===== config.mk =====
export PLATFORM = sky130hd
export DESIGN_NAME = data_memory_arbiter_flat
export DESIGN_NICKNAME = d
export VERILOG_FILES = /design/src/rtl/data_memory_arbiter_if.sv /design/src/rtl/data_memory_arbiter.sv /design/src/flat_wrapper.sv
export SDC_FILE = /design/constraint.sdc
export NUM_CORES = 1
export LEC_CHECK = 0
export ABC_CLOCK_PERIOD_IN_PS = 1750
export BUFFER_PORTS_ARGS = -buffer_cell sky130_fd_sc_hd__buf_2
export CORE_AREA = 2 2 116 118
export DETAILED_ROUTE_END_ITERATION = 8
export DIE_AREA = 0 0 118 120
export GPL_TIMING_DRIVEN = 0
export PLACE_DENSITY_LB_ADDON = 0.05
export SLEW_MARGIN = 30
export SYNTH_ARGS = -nofsm -noshare
export SYNTH_HDL_FRONTEND = slang
export SYNTH_SLANG_ARGS = --single-unit

===== constraint.sdc =====
create_clock -name clk -period 1.75 [get_ports clk]
set_input_delay 0.0875 -clock clk [delete_from_list [all_inputs] [get_ports clk]]
set_output_delay 0.0875 -clock clk [all_outputs]
set_load 0.05 [all_outputs]

===== src/rtl/data_memory_arbiter_if.sv =====
// data_memory_arbiter_if
//   Bundles every signal between the two requesters, the arbiter and the
//   single-port data_memory.
//   slave  : arbiter side. It receives requests and mem_read_data. It drives
//            the ready, response and memory-control signals.
//   master : environment side. This is the requesters plus the memory model.
//   Port 0 : CPU load/store unit.
//   Port 1 : peripheral/DMA reader.
//   req*    : valid/ready handshake plus we, word address and write data.
//   rsp*    : one-cycle completion pulse plus read data and range error.
//   mem_*   : data_memory write_en/addr/write_data, and combinational read_data.
interface data_memory_arbiter_if #(
  parameter int ADDR_W = 32,
  parameter int DATA_W = 32
);
  logic              req0_valid;
  logic              req0_ready;
  logic              req0_we;
  logic [ADDR_W-1:0] req0_addr;
  logic [DATA_W-1:0] req0_wdata;

  logic              req1_valid;
  logic              req1_ready;
  logic              req1_we;
  logic [ADDR_W-1:0] req1_addr;
  logic [DATA_W-1:0] req1_wdata;

  logic              rsp0_valid;
  logic [DATA_W-1:0] rsp0_rdata;
  logic              rsp0_err;

  logic              rsp1_valid;
  logic [DATA_W-1:0] rsp1_rdata;
  logic              rsp1_err;

  logic              mem_write_en;
  logic [ADDR_W-1:0] mem_addr;
  logic [DATA_W-1:0] mem_write_data;
  logic [DATA_W-1:0] mem_read_data;

  modport slave (
    input  req0_valid, req0_we, req0_addr, req0_wdata,
    input  req1_valid, req1_we, req1_addr, req1_wdata,
    output req0_ready, req1_ready,
    output rsp0_valid, rsp0_rdata, rsp0_err,
    output rsp1_valid, rsp1_rdata, rsp1_err,
    output mem_write_en, mem_addr, mem_write_data,
    input  mem_read_data
  );

  modport master (
    output req0_valid, req0_we, req0_addr, req0_wdata,
    output req1_valid, req1_we, req1_addr, req1_wdata,
    input  req0_ready, req1_ready,
    input  rsp0_valid, rsp0_rdata, rsp0_err,
    input  rsp1_valid, rsp1_rdata, rsp1_err,
    input  mem_write_en, mem_addr, mem_write_data,
    output mem_read_data
  );
endinterface


===== src/rtl/data_memory_arbiter.sv =====
// data_memory_arbiter
//   Two-port arbiter and sequencer in front of the single-port data_memory.
//   It handles one transaction at a time in three phases:
//     IDLE   -> grant a request (combinational ready)
//     ACCESS -> drive the memory
//     RESP   -> one-cycle response
//   An accept in cycle T gives a memory access in T+1 and rspN_valid in T+2.
//   The next accept can happen in T+3 at the earliest.
//   Addresses >= MEM_DEPTH are out of range:
//     - writes to them never reach the memory;
//     - reads of them return 0;
//     - both report rspN_err.
// Ports
//   clk : rising-edge clock
//   rst : asynchronous, active-low reset
//   bus : data_memory_arbiter_if.slave (requests, responses, memory control)
// Configuration
//   ARB_FIXED_PRIO_EN : when defined, port 0 always wins a tie and there is no
//                       round-robin pointer (port 1 can starve). When
//                       undefined, ties alternate round-robin starting at port 0.
module data_memory_arbiter #(
  parameter int ADDR_W    = 32,
  parameter int DATA_W    = 32,
  parameter int MEM_DEPTH = 1024
) (
  input logic                  clk,
  input logic                  rst,
  data_memory_arbiter_if.slave bus
);

  typedef enum logic [1:0] {
    IDLE   = 2'd0,
    ACCESS = 2'd1,
    RESP   = 2'd2
  } state_t;

  // One extra bit so that MEM_DEPTH == 2**ADDR_W still compares correctly.
  localparam logic [ADDR_W:0] DEPTH_X = (ADDR_W + 1)'(MEM_DEPTH);

  function automatic logic addr_in_range(input logic [ADDR_W-1:0] a);
    return {1'b0, a} < DEPTH_X;
  endfunction

  state_t            state;
  logic              lat_we;
  logic              lat_idx;
  logic [ADDR_W-1:0] lat_addr;
  logic [DATA_W-1:0] lat_wdata;
  logic              mem_we_q;
  logic              rsp0_valid_q;
  logic              rsp1_valid_q;
  logic [DATA_W-1:0] rsp_rdata_q;
  logic              rsp_err_q;

  logic              grant_en;
  logic              pick1;
  logic              win_we;
  logic [ADDR_W-1:0] win_addr;
  logic [DATA_W-1:0] win_wdata;
  logic              lat_in_range;

`ifdef ARB_FIXED_PRIO_EN
  assign pick1 = bus.req1_valid && !bus.req0_valid;
`else
  // ptr names the preferred port on a tie.
  logic ptr;
  assign pick1 = bus.req1_valid && (!bus.req0_valid || ptr);
`endif

  // Ready is gated by rst so that no grant is visible while reset is held.
  assign grant_en = rst && (state == IDLE) && (bus.req0_valid || bus.req1_valid);

  assign bus.req0_ready = grant_en && !pick1;
  assign bus.req1_ready = grant_en &&  pick1;

  assign win_we    = pick1 ? bus.req1_we    : bus.req0_we;
  assign win_addr  = pick1 ? bus.req1_addr  : bus.req0_addr;
  assign win_wdata = pick1 ? bus.req1_wdata : bus.req0_wdata;

  assign lat_in_range = addr_in_range(lat_addr);

  // Address and write data come straight from the request latches.
  // They therefore hold their last values outside ACCESS.
  // The write enable is registered at grant time. Because it is a flop, an
  // asynchronous reset during ACCESS clears it before the write edge.
  assign bus.mem_addr       = lat_addr;
  assign bus.mem_write_data = lat_wdata;
  assign bus.mem_write_en   = mem_we_q;

  assign bus.rsp0_valid = rsp0_valid_q;
  assign bus.rsp1_valid = rsp1_valid_q;
  assign bus.rsp0_rdata = rsp_rdata_q;
  assign bus.rsp1_rdata = rsp_rdata_q;
  assign bus.rsp0_err   = rsp_err_q;
  assign bus.rsp1_err   = rsp_err_q;

  always_ff @(posedge clk or negedge rst) begin
    if (!rst) begin
      state        <= IDLE;
      lat_we       <= 1'b0;
      lat_idx      <= 1'b0;
      lat_addr     <= '0;
      lat_wdata    <= '0;
      mem_we_q     <= 1'b0;
      rsp0_valid_q <= 1'b0;
      rsp1_valid_q <= 1'b0;
      rsp_rdata_q  <= '0;
      rsp_err_q    <= 1'b0;
`ifndef ARB_FIXED_PRIO_EN
      ptr          <= 1'b0;
`endif
    end else begin
      case (state)
        IDLE: begin
          if (grant_en) begin
            lat_we    <= win_we;
            lat_idx   <= pick1;
            lat_addr  <= win_addr;
            lat_wdata <= win_wdata;
            mem_we_q  <= win_we && addr_in_range(win_addr);
            state     <= ACCESS;
          end
        end
        ACCESS: begin
          mem_we_q     <= 1'b0;
          rsp_err_q    <= !lat_in_range;
          rsp_rdata_q  <= (lat_we || !lat_in_range) ? '0 : bus.mem_read_data;
          rsp0_valid_q <= !lat_idx;
          rsp1_valid_q <=  lat_idx;
          state        <= RESP;
        end
        RESP: begin
          rsp0_valid_q <= 1'b0;
          rsp1_valid_q <= 1'b0;
`ifndef ARB_FIXED_PRIO_EN
          ptr          <= !lat_idx;
`endif
          state        <= IDLE;
        end
        default: begin
          mem_we_q     <= 1'b0;
          rsp0_valid_q <= 1'b0;
          rsp1_valid_q <= 1'b0;
          state        <= IDLE;
        end
      endcase
    end
  end

endmodule


===== src/flat_wrapper.sv =====
// flat-port wrapper written by rule: the top's interface ports become plain ports
module data_memory_arbiter_flat 
#(
  parameter int ADDR_W    = 32,
  parameter int DATA_W    = 32,
  parameter int MEM_DEPTH = 1024
)
  (clk, rst, bus_req0_valid, bus_req0_we, bus_req0_addr, bus_req0_wdata, bus_req1_valid, bus_req1_we, bus_req1_addr, bus_req1_wdata, bus_req0_ready, bus_req1_ready, bus_rsp0_valid, bus_rsp0_rdata, bus_rsp0_err, bus_rsp1_valid, bus_rsp1_rdata, bus_rsp1_err, bus_mem_write_en, bus_mem_addr, bus_mem_write_data, bus_mem_read_data);
  data_memory_arbiter_if #(.ADDR_W(ADDR_W), .DATA_W(DATA_W)) bus_i ();
  input logic clk;
  input logic rst;
  input wire logic [$bits(bus_i.req0_valid)-1:0] bus_req0_valid;
  input wire logic [$bits(bus_i.req0_we)-1:0] bus_req0_we;
  input wire logic [$bits(bus_i.req0_addr)-1:0] bus_req0_addr;
  input wire logic [$bits(bus_i.req0_wdata)-1:0] bus_req0_wdata;
  input wire logic [$bits(bus_i.req1_valid)-1:0] bus_req1_valid;
  input wire logic [$bits(bus_i.req1_we)-1:0] bus_req1_we;
  input wire logic [$bits(bus_i.req1_addr)-1:0] bus_req1_addr;
  input wire logic [$bits(bus_i.req1_wdata)-1:0] bus_req1_wdata;
  output wire logic [$bits(bus_i.req0_ready)-1:0] bus_req0_ready;
  output wire logic [$bits(bus_i.req1_ready)-1:0] bus_req1_ready;
  output wire logic [$bits(bus_i.rsp0_valid)-1:0] bus_rsp0_valid;
  output wire logic [$bits(bus_i.rsp0_rdata)-1:0] bus_rsp0_rdata;
  output wire logic [$bits(bus_i.rsp0_err)-1:0] bus_rsp0_err;
  output wire logic [$bits(bus_i.rsp1_valid)-1:0] bus_rsp1_valid;
  output wire logic [$bits(bus_i.rsp1_rdata)-1:0] bus_rsp1_rdata;
  output wire logic [$bits(bus_i.rsp1_err)-1:0] bus_rsp1_err;
  output wire logic [$bits(bus_i.mem_write_en)-1:0] bus_mem_write_en;
  output wire logic [$bits(bus_i.mem_addr)-1:0] bus_mem_addr;
  output wire logic [$bits(bus_i.mem_write_data)-1:0] bus_mem_write_data;
  input wire logic [$bits(bus_i.mem_read_data)-1:0] bus_mem_read_data;
  assign bus_i.req0_valid = bus_req0_valid;
  assign bus_i.req0_we = bus_req0_we;
  assign bus_i.req0_addr = bus_req0_addr;
  assign bus_i.req0_wdata = bus_req0_wdata;
  assign bus_i.req1_valid = bus_req1_valid;
  assign bus_i.req1_we = bus_req1_we;
  assign bus_i.req1_addr = bus_req1_addr;
  assign bus_i.req1_wdata = bus_req1_wdata;
  assign bus_req0_ready = bus_i.req0_ready;
  assign bus_req1_ready = bus_i.req1_ready;
  assign bus_rsp0_valid = bus_i.rsp0_valid;
  assign bus_rsp0_rdata = bus_i.rsp0_rdata;
  assign bus_rsp0_err = bus_i.rsp0_err;
  assign bus_rsp1_valid = bus_i.rsp1_valid;
  assign bus_rsp1_rdata = bus_i.rsp1_rdata;
  assign bus_rsp1_err = bus_i.rsp1_err;
  assign bus_mem_write_en = bus_i.mem_write_en;
  assign bus_mem_addr = bus_i.mem_addr;
  assign bus_mem_write_data = bus_i.mem_write_data;
  assign bus_i.mem_read_data = bus_mem_read_data;
  data_memory_arbiter #(.ADDR_W(ADDR_W), .DATA_W(DATA_W), .MEM_DEPTH(MEM_DEPTH)) u_core (.clk(clk), .rst(rst), .bus(bus_i));
endmodule

==> key figures, run 1 <==
Place
  – Dpl hpwl: 12400 µm
  – Placer Congestion: 0.798
  – I/O Buffers: 300
  – DP Worst Slack: -0.642 ns

Power and ir drop
  – P_int: 4900 µW
  – Clock share of power: 0.225
  – Power Density: 1100 mW/mm²
  – Sequential power share: 0.375
  – Leakage: 0.00431 µW
  – Worst VDD drop: 0.000524 V
  – Switching Power: 3580 µW
  – Switching Share: 0.422
  – Comb power frac: 0.400

Floorplan
  – Die Y: 120 µm
  – Io pins: 301
  – Die X: 118 µm
  – Core Region: 0.0130 mm²
  – Rows: 42
  – Starting Density: 0.375
  – Die Area: 0.0142 mm²

Synthesis
  – Syn avg cell area: 10.9 µm²
  – Post-Synthesis Cell Area: 0.00487 mm²
  – Syn_nets: 611
  – Yosys warnings: 0
  – Distinct cells, synth: 29
  – #FFs+latches synth: 105
  – Synthesized netlist cell count: 445
  – Seq/Total Area, Yosys: 0.540

Global route
  – Total track usage: 0.236
  – First-pass GRT wire length: 25800 µm
  – Total gr overflow: 0
  – Vias in the first global route: 4789
  – Initial antenna violation count: 0
  – Largest net degree at the start of global routing: 40

Final layout
  – Fill cell total of the finished layout: 1139
  – Synth-to-Final Area Change: 58.7%
  – Antenna cells: 0
  – Share of cells above drive strength 1: 0.505
  – Final-stage net count: 977

Critical path
  – CP max stage delay: 0.56 ns
  – Slowest CP cell: or4_4
  – Arrival time at the worst endpoint: 1.87 ns
  – WS Path Type: flip-flop to output port
  – CP max FO: 3
  – Cell mode on critical path: buf_8
  – Worst path cell trace: or4_4, buf_8, buf_8, a21oi_4, buf_6
  – Critical Path Sink Type: output port
  – Data required time of the worst path: 1.66 ns
  – Startpoint Class: flip-flop

Timing
  – Skew final: 0.00926 ns
  – Final hold viol count: 0
  – RSZ-0062 raised after global routing: yes
  – Tcrit/Tclk final: 1.12
  – Setup TNS: -0.610 ns
  – Final WS setup: -0.203 ns
  – FMAX: 512 MHz
  – Final min period: 1.95 ns
  – Worst-margin pin slew: 0.507 ns
  – Final setup fails: 12
  – Slew Limit Fails: 0
  – Slew HR: 0.658

CTS
  – Clock latency on the worst-skew pair: 0.35 ns
  – Root buffer cell: clkbuf_16
  – Clock buffer depth: 2
  – CTS Sinks: 105
  – CTS tree: yes
  – H-tree depth: 3
  – Clk slew on worst S/H paths: 0.07 ns
  – CTS Buf Count: 9

Run status
  – Failing checks: negative setup slack
  – Status: finished with violations

Flow run
  – Max-Cap Viols: 0

Routing
  – Routed WL: 16900 µm
  – Vias per inst: 4.81
  – Router iterations before antenna repair: 4
  – Vias after detailed routing: 4774
  – Avg WL per Cell: 17.1 µm
  – Initial DRC count: 161
  – Remaining DRCs: 0
  – Final ANT Viol Nets: 0

Min path
  – Hold WC Path Type: primary input to flip-flop
[worst paths after layout]
check,from,end,slack (ns),cells past startpoint
max,u_core.state[0],bus_req0_ready,-0.20,5
min,bus_req1_wdata[26],u_core.bus.mem_write_data[26],0.01,3
max reg2reg,u_core.bus.mem_addr[16],u_core.bus.rsp0_rdata[28],-0.03,7
min reg2reg,u_core.bus.mem_addr[6],u_core.bus.mem_addr[6],0.48,2
max in group asynchronous,rst,u_core.state[1],1.01,3
min in group asynchronous,rst,u_core.bus.rsp0_rdata[4],0.40,3
[metrics by stage]
step | utilization | cells | power (µW) | area, µm² | hold slack [ns]
after floorplan | - | 445 | 5330 | 4880 | -0.208
after global placement | 0.509 | 921 | 6310 | 6610 | 0.309
after detailed placement | 0.512 | 922 | 6360 | 6640 | 0.0153
after CTS | 0.585 | 985 | 8540 | 7590 | -0.422
after global routing | 0.595 | 992 | 8870 | 7720 | 0.0253
final | 0.595 | 992 | 8470 | 7720 | 0.0127
[power groups by stage]
stage	registers (µW)	clock network (µW)	logic, µW
detailed placement	3180	0	3170
finish	3180	1910	3390
CTS	3180	1970	3390
global placement	3180	0	3130
global route	3240	2040	3590
floorplan	4560	0	777
[per-layer routing]
metal  GRT usage  wire (µm)  up-vias
met3      0.0442       1070       25
met1       0.284       6860     2263
met2       0.416       8630      211
met4      0.0971        358        0
met5           0          0        -
li1            -          -     2275
[registers in the layout, indices dropped and copies added, names as in the netlist]
name and flops:
u_core.lat_idx 1, u_core.bus.rsp1_valid 1, u_core.bus.rsp0_valid 1, u_core.bus.mem_write_data 32
u_core.bus.rsp0_err 1, u_core.bus.rsp0_rdata 32, u_core.lat_we 1, u_core.state 2
u_core.ptr 1, u_core.bus.mem_addr 32, u_core.bus.mem_write_en 1
[cell usage in the layout, fill, tap and decap left out, types with 2 or more instances in the layout]
master	synthesis	layout
buf_2	14	299
dfrtp_1	105	103
nand2_1	66	65
mux2i_1	67	64
o21ai_1	48	48
buf_4	34	44
dlygate4sd3_1	0	35
a22o_1	32	32
o21ai_0	17	17
buf_6	2	13
clkbuf_16	0	10
nor2_1	10	9
nor4_1	12	9
buf_8	0	7
clkbuf_1	12	7
clkbuf_2	0	6
buf_12	0	4
inv_1	4	3
nand4_1	3	3
mux2i_2	0	3
or4_4	1	2
nor4_4	0	2
clkbuf_4	0	2
a21oi_1	3	2
clkbuf_8	0	2
dfrtp_2	0	2
[final cells by class]
class	instances	area (µm²)	area share
clock inverters	2	12.5	0.00162
flip-flops and latches	105	2630	0.341
plain buffers	60	487	0.0630
repair buffers	357	2170	0.281
clock buffers	14	264	0.0342
inverters	4	15.0	0.00194
multi-input cells	274	1920	0.249
well taps	176	220	0.0285
[kinds of logic after synthesis]
group,after synthesis,synth area share
AOI/OAI and AO/OA,107,0.146
buffers and inverters,66,0.0838
DFF,105,0.540
muxes,67,0.138
and+or+nand+nor,100,0.0921
[cells in the mapped netlist]
| library cell | instances | area share |
|---|---|---|
| o31ai_2 | 1 | 0.0026 |
| mux2i_1 | 67 | 0.14 |
| nand4_1 | 3 | 0.0039 |
| nor4_1 | 12 | 0.015 |
| o2bb2a_4 | 1 | 0.0041 |
| inv_1 | 4 | 0.0031 |
| nor3_2 | 1 | 0.0021 |
| a21o_1 | 1 | 0.0015 |
| buf_4 | 34 | 0.052 |
| or4_1 | 1 | 0.0015 |
| dfrtp_1 | 105 | 0.54 |
| and4_1 | 1 | 0.0018 |
| nor2_1 | 10 | 0.0077 |
| clkbuf_1 | 12 | 0.0093 |
| a2111oi_4 | 1 | 0.0057 |
| a22o_1 | 32 | 0.058 |
| nor3b_1 | 1 | 0.0015 |
| o21ai_1 | 48 | 0.049 |
| buf_2 | 14 | 0.014 |
| nand2b_1 | 3 | 0.0039 |
| nand2_1 | 66 | 0.051 |
| o22a_1 | 1 | 0.0018 |
| or4_4 | 1 | 0.0023 |
| o21ai_0 | 17 | 0.017 |
| a21oi_1 | 3 | 0.0031 |
| a31oi_1 | 1 | 0.0013 |
| nand3_1 | 1 | 0.0010 |
| o311ai_0 | 1 | 0.0018 |
| buf_6 | 2 | 0.0046 |
[repair_timing]
action | 4_1_cts | 5_1_grt
endpoints found under the setup margin | 100 | 97
hold endpoints to repair | 104 | 71
gates resized for setup | 59 | 12
pin swaps | 6 | 0
hold buffers | 33 | 4
buffers inserted | 14 | 2
gates cloned | 2 | 2
[critical path: cells and delay by family, from the launching register on]
family | cells | cell delay [ns]
and+or+nand+nor | 1 | 0.56
buffers and inverters | 3 | 0.45
DFF | 1 | 0.41
AOI/OAI and AO/OA | 1 | 0.10
Power figures use the tool's default switching activity.
==> run 2: changes to the inputs <==
--- a/config.mk
+++ b/config.mk
@@ -11,7 +11,7 @@
 export DETAILED_ROUTE_END_ITERATION = 8
 export DIE_AREA = 0 0 118 120
 export GPL_TIMING_DRIVEN = 0
-export PLACE_DENSITY_LB_ADDON = 0.05
+export PLACE_DENSITY_LB_ADDON = 0.2
 export SLEW_MARGIN = 30
 export SYNTH_ARGS = -nofsm -noshare
 export SYNTH_HDL_FRONTEND = slang
==> key figures, run 2 (synthesized netlist as in run 1, its figures left out) <==
Global route
  – Total track usage: 0.245
  – Initial antenna violation count: 3
  – Largest net degree at the start of global routing: 55
  – Total gr overflow: 0
  – Vias in the first global route: 4907
  – First-pass GRT wire length: 26800 µm

Run status
  – Status: finished with violations
  – Failing checks: negative hold slack, negative setup slack

Routing
  – Avg WL per Cell: 17.3 µm
  – Routed WL: 17100 µm
  – Remaining DRCs: 0
  – Vias per inst: 4.85
  – Vias after detailed routing: 4774
  – Initial DRC count: 212
  – Router iterations before antenna repair: 4
  – Final ANT Viol Nets: 0

CTS
  – Clk slew on worst S/H paths: 0.07 ns
  – CTS Sinks: 105
  – CTS tree: yes
  – Clock buffer depth: 2
  – Root buffer cell: clkbuf_16
  – CTS Buf Count: 9
  – H-tree depth: 3
  – Clock latency on the worst-skew pair: 0.34 ns
  – CTS Hold Bufs: 34

Critical path
  – CP endpoint: bus_req0_ready
  – CP max FO: 3
  – R2r worst-path depth: 6
  – Startpoint Class: flip-flop
  – RR Startpoint: u_core.ptr
  – WS Path Type: flip-flop to output port
  – Arrival time at the worst endpoint: 1.89 ns
  – Critical path origin: u_core.state[0]
  – Critical Path Sink Type: output port
  – Internal reg-to-reg setup slack: 0.01 ns
  – Data required time of the worst path: 1.66 ns
  – FF-to-FF End: u_core.bus.mem_addr[18]

Floorplan
  – Die Y: 120 µm
  – Die X: 118 µm
  – Core Region: 0.0130 mm²
  – Starting Density: 0.375
  – Io pins: 301
  – Rows: 42
  – Die Area: 0.0142 mm²

Timing
  – Setup TNS: -0.419 ns
  – Slew HR: 0.686
  – Final setup fails: 2
  – Final WS setup: -0.223 ns
  – Min Hold Slack: -0.352 ns
  – RSZ-0062 raised after global routing: yes
  – Worst-margin pin slew: 0.471 ns
  – FMAX: 507 MHz
  – Final hold viol count: 52
  – Tcrit/Tclk final: 1.13
  – Slew Limit Fails: 0
  – Final min period: 1.97 ns
  – Skew final: 0.00537 ns

Min path
  – Hold WC Path Type: primary input to async pin

Power and ir drop
  – Worst VDD drop: 0.000618 V
  – Power Density: 1110 mW/mm²
  – Leakage: 0.00426 µW

Final layout
  – Commonest non-fill, non-tap cell in the layout: buf_2
  – Antenna cells: 0
  – Fill cell total of the finished layout: 1149
  – Commonest non-fill, non-tap cells in the layout: buf_2, dfrtp_1, nand2_1, mux2i_1, o21ai_1
  – Synth-to-Final Area Change: 57.3%
  – Share of cells above drive strength 1: 0.507
  – Post-layout instance area: 0.00765 mm²
  – Final-stage net count: 969

Place
  – DP Worst Slack: -0.411 ns
  – Dpl hpwl: 12800 µm
  – Placer Congestion: 0.785
  – I/O Buffers: 300
  – Placed cell area: 0.00664 mm²

Flow run
  – Max-Cap Viols: 0
## run 2: worst min path at each step
stage                                end  depth (start not counted)  slack (ns)
2_1_floorplan     u_core.bus.mem_addr[0]                          0       -0.21
3_3_place_gp    u_core.bus.rsp0_rdata[5]                          2        0.31
3_5_place_dp   u_core.bus.rsp0_rdata[25]                          1        0.07
4_1_cts        u_core.bus.rsp0_rdata[25]                          1       -0.30
5_1_grt        u_core.bus.rsp0_rdata[28]                          1       -0.32
6_report       u_core.bus.rsp0_rdata[25]                          1       -0.35
## run 2: per-stage QoR
stage	total power, µW	utilization	std cells
6_report	8520	0.590	984
5_1_grt	8960	0.590	984
4_1_cts	8570	0.583	984
3_5_place_dp	6350	0.512	922
3_3_place_gp	6300	0.509	921
2_1_floorplan	5330	-	445
## run 2: area by class of cell
type / count / area, µm² / area share
inverters: 4 / 15.0 / 0.00196
repair buffers: 349 / 2050 / 0.268
clock inverters: 2 / 10.0 / 0.00131
clock buffers: 14 / 284 / 0.0371
flip-flops and latches: 105 / 2630 / 0.343
multi-input cells: 274 / 1960 / 0.256
well taps: 176 / 220 / 0.0288
plain buffers: 60 / 490 / 0.0641
## run 2: worst max-delay path, cell delays in order (launching register included)
cell and delay [ns]:
dfrtp_1 0.39, or4_4 0.59, buf_12 0.16, buf_8 0.11, a21oi_4 0.12, buf_8 0.16
## run 2: power breakdown
group / switching, µW / total [µW] / internal [µW] / leakage (µW)
clock: 852 / 1970 / 1120 / 0.000149
combinational: 2390 / 3370 / 986 / 0.00276
sequential: 328 / 3180 / 2850 / 0.00135
total: 3560 / 8520 / 4960 / 0.00426
## run 2: timing repair
action,CTS,global route
buffers inserted,12,1
gates resized for setup,57,22
gates cloned,1,1
hold endpoints to repair,86,52
pin swaps,4,7
endpoints found under the setup margin,98,98
## run 2: layer usage
layer	vias up	global-route usage	routed length, µm
met5	-	0	44
met4	6	0.0776	270
met3	21	0.0760	1420
met2	204	0.436	8750
met1	2276	0.282	6570
li1	2267	-	-
==> run 3: changes to the inputs <==
--- a/config.mk
+++ b/config.mk
@@ -5,11 +5,12 @@
 export SDC_FILE = /design/constraint.sdc
 export NUM_CORES = 1
 export LEC_CHECK = 0
+export ABC_AREA = 1
 export ABC_CLOCK_PERIOD_IN_PS = 1750
 export BUFFER_PORTS_ARGS = -buffer_cell sky130_fd_sc_hd__buf_2
-export CORE_AREA = 2 2 116 118
+export CORE_AREA = 2 2 118 120
 export DETAILED_ROUTE_END_ITERATION = 8
-export DIE_AREA = 0 0 118 120
+export DIE_AREA = 0 0 120 122
 export GPL_TIMING_DRIVEN = 0
 export PLACE_DENSITY_LB_ADDON = 0.2
 export SLEW_MARGIN = 30
==> key figures, run 3 <==
Critical path
  – Arrival time at the worst endpoint: 1.56 ns
  – Worst Path Buf+Inv: 4
  – Cell mode on critical path: inv_2
  – WS Path Type: flip-flop to output port
  – CP max stage delay: 0.40 ns
  – Startpoint Class: flip-flop
  – Data required time of the worst path: 1.66 ns
  – Worst path cell trace: inv_2, nand2_1, nor2_4, nand3_2, inv_2, buf_6, buf_8
  – Slowest CP cell: dfrtp_1
  – Critical Path Sink Type: output port
  – Family with the most delay on the worst path: buffers and inverters
  – CP max FO: 7

Flow run
  – Max-Cap Viols: 0

CTS
  – Clock latency on the worst-skew pair: 0.35 ns
  – CTS Hold Bufs: 116
  – H-tree depth: 3
  – CTS tree: yes
  – Clk slew on worst S/H paths: 0.07 ns
  – Clock buffer depth: 2
  – CTS Sinks: 105
  – CTS Buf Count: 9
  – Root buffer cell: clkbuf_16

Min path
  – Hold WC Path Type: primary input to async pin

Timing
  – Worst-margin pin slew: 0.540 ns
  – Final hold viol count: 63
  – Final setup fails: 0
  – Tcrit/Tclk final: 0.944
  – Final min period: 1.65 ns
  – Skew final: 0.00561 ns
  – Min Hold Slack: -0.282 ns
  – Slew Limit Fails: 0
  – Final WS setup: 0.0988 ns
  – Setup TNS: 0 ns
  – FMAX: 606 MHz
  – Slew HR: 0.640

Power and ir drop
  – Comb power frac: 0.412
  – Switching Share: 0.429
  – Switching Power: 3880 µW
  – Leakage: 0.00478 µW
  – Clock share of power: 0.237
  – P_int: 5170 µW
  – Power Density: 1060 mW/mm²
  – Sequential power share: 0.351
  – Worst VDD drop: 0.000793 V

Routing
  – Router iterations before antenna repair: 4
  – Avg WL per Cell: 14.7 µm
  – Initial DRC count: 260
  – Final ANT Viol Nets: 0
  – Routed WL: 18500 µm
  – Remaining DRCs: 0
  – Vias per inst: 4.63
  – Vias after detailed routing: 5828

Synthesis
  – Syn avg cell area: 8.11 µm²
  – Yosys warnings: 0
  – Syn_nets: 803
  – Post-Synthesis Cell Area: 0.00517 mm²
  – Post-synth EDFFs: 0
  – Seq/Total Area, Yosys: 0.509
  – #FFs+latches synth: 105
  – Top cells by count, synth: nand2_1, dfrtp_1, nand3_1, buf_4, o21ai_2
  – Distinct cells, synth: 23
  – Yosys top cell by area: dfrtp_1
  – Ys async rst share: 1.00
  – Main synth FF type: dfrtp_1
  – Count leader, synth: nand2_1
  – Synthesized netlist cell count: 637
  – Top-area cell type share of the netlist area: 0.509
  – Synth area leaders: dfrtp_1, nand2_1, nand3_1

Floorplan
  – Rows: 43
  – Io pins: 301
  – Core Region: 0.0135 mm²
  – Die X: 120 µm
  – Starting Density: 0.383
  – Die Area: 0.0146 mm²
  – Die Y: 122 µm

Place
  – DP Worst Slack: -0.296 ns
  – I/O Buffers: 299
  – Cell total after placement: 1117
  – Placer Congestion: 0.814
  – Dpl hpwl: 12200 µm

Final layout
  – Antenna cells: 0
  – Synth-to-Final Area Change: 65.2%
  – Fill cell total of the finished layout: 1185
  – Share of cells above drive strength 1: 0.395
  – Final-stage net count: 1239
  – Multi-input logic area: 0.00201 mm²
  – Register area: 0.00263 mm²
  – Non-filler cells, final: 1258
  – Commonest non-fill, non-tap cell in the layout: buf_2
  – Commonest non-fill, non-tap cells in the layout: buf_2, nand2_1, dlygate4sd3_1, dfrtp_1, nand3_1

Global route
  – Total gr overflow: 0
  – Total track usage: 0.250
  – First-pass GRT wire length: 28500 µm
  – Initial antenna violation count: 0
  – Vias in the first global route: 5700
  – Largest net degree at the start of global routing: 65

Run status
  – Failing checks: negative hold slack
  – Status: finished with violations
[run 3: cell types whose count changed in the layout (fill, tap and decap cells not counted), moves of 31 or more]
cell | before | now
a22o_1 | 32 | 0
dlygate4sd3_1 | 34 | 114
mux2i_1 | 60 | 0
nand2_1 | 66 | 282
nand3_1 | 1 | 58
o21ai_1 | 49 | 0
o21ai_2 | 0 | 31
[run 3: layer usage]
metal / vias to the layer above / global-route usage / part of all wire
li1: 2851 / - / -
met1: 2682 / 0.295 / 0.41
met2: 264 / 0.441 / 0.49
met3: 31 / 0.0576 / 0.075
met4: 0 / 0.0978 / 0.023
met5: - / 0 / 0
[run 3: cell type report]
cell class | instances | area share
inverter | 31 | 0.0142
clock buffer | 10 | 0.0268
sequential | 105 | 0.308
clock inverter | 6 | 0.00967
timing repair buffer | 426 | 0.329
multi-input combinational | 435 | 0.236
buffer | 65 | 0.0504
tap | 180 | 0.0264
[run 3: repair_timing]
action | CTS | global route
pin swaps | 1 | 1
buffers inserted | 2 | 8
hold endpoints to repair | 113 | 63
endpoints found under the setup margin | 2 | 6
resized for setup | 8 | 5
[run 3: final timing paths]
check,from,to,slack [ns],depth (start not counted)
max,u_core.state[1],bus_req1_ready,0.1,7
min,rst,u_core.bus.rsp0_rdata[30],-0.28,2
max reg2reg,u_core.state[0],u_core.bus.mem_write_data[13],0.11,8
min reg2reg,u_core.lat_idx,u_core.ptr,0.48,1
max in group asynchronous,rst,u_core.bus.rsp0_rdata[15],1.15,4
min in group clk,bus_mem_read_data[24],u_core.bus.rsp0_rdata[24],0.01,3
[run 3: logic make-up after synthesis]
group / synth area share
buf+inv: 0.106
simple gates: 0.305
compound gates: 0.0804
flops: 0.509
[run 3: metrics by stage]
stage / utilization / area [µm²] / total power, µW
2_1_floorplan: - / 5170 / 5610
3_3_place_gp: 0.510 / 6890 / 6620
3_5_place_dp: 0.513 / 6930 / 6640
4_1_cts: 0.626 / 8450 / 9030
5_1_grt: 0.632 / 8540 / 9500
6_report: 0.632 / 8540 / 9050
[run 3: power groups by stage]
stage	registers, µW	logic (µW)	clock network [µW]
after floorplan	4700	907	0
after global placement	3200	3420	0
after detailed placement	3180	3450	0
after CTS	3160	3680	2190
after global routing	3230	4000	2280
final	3170	3730	2140
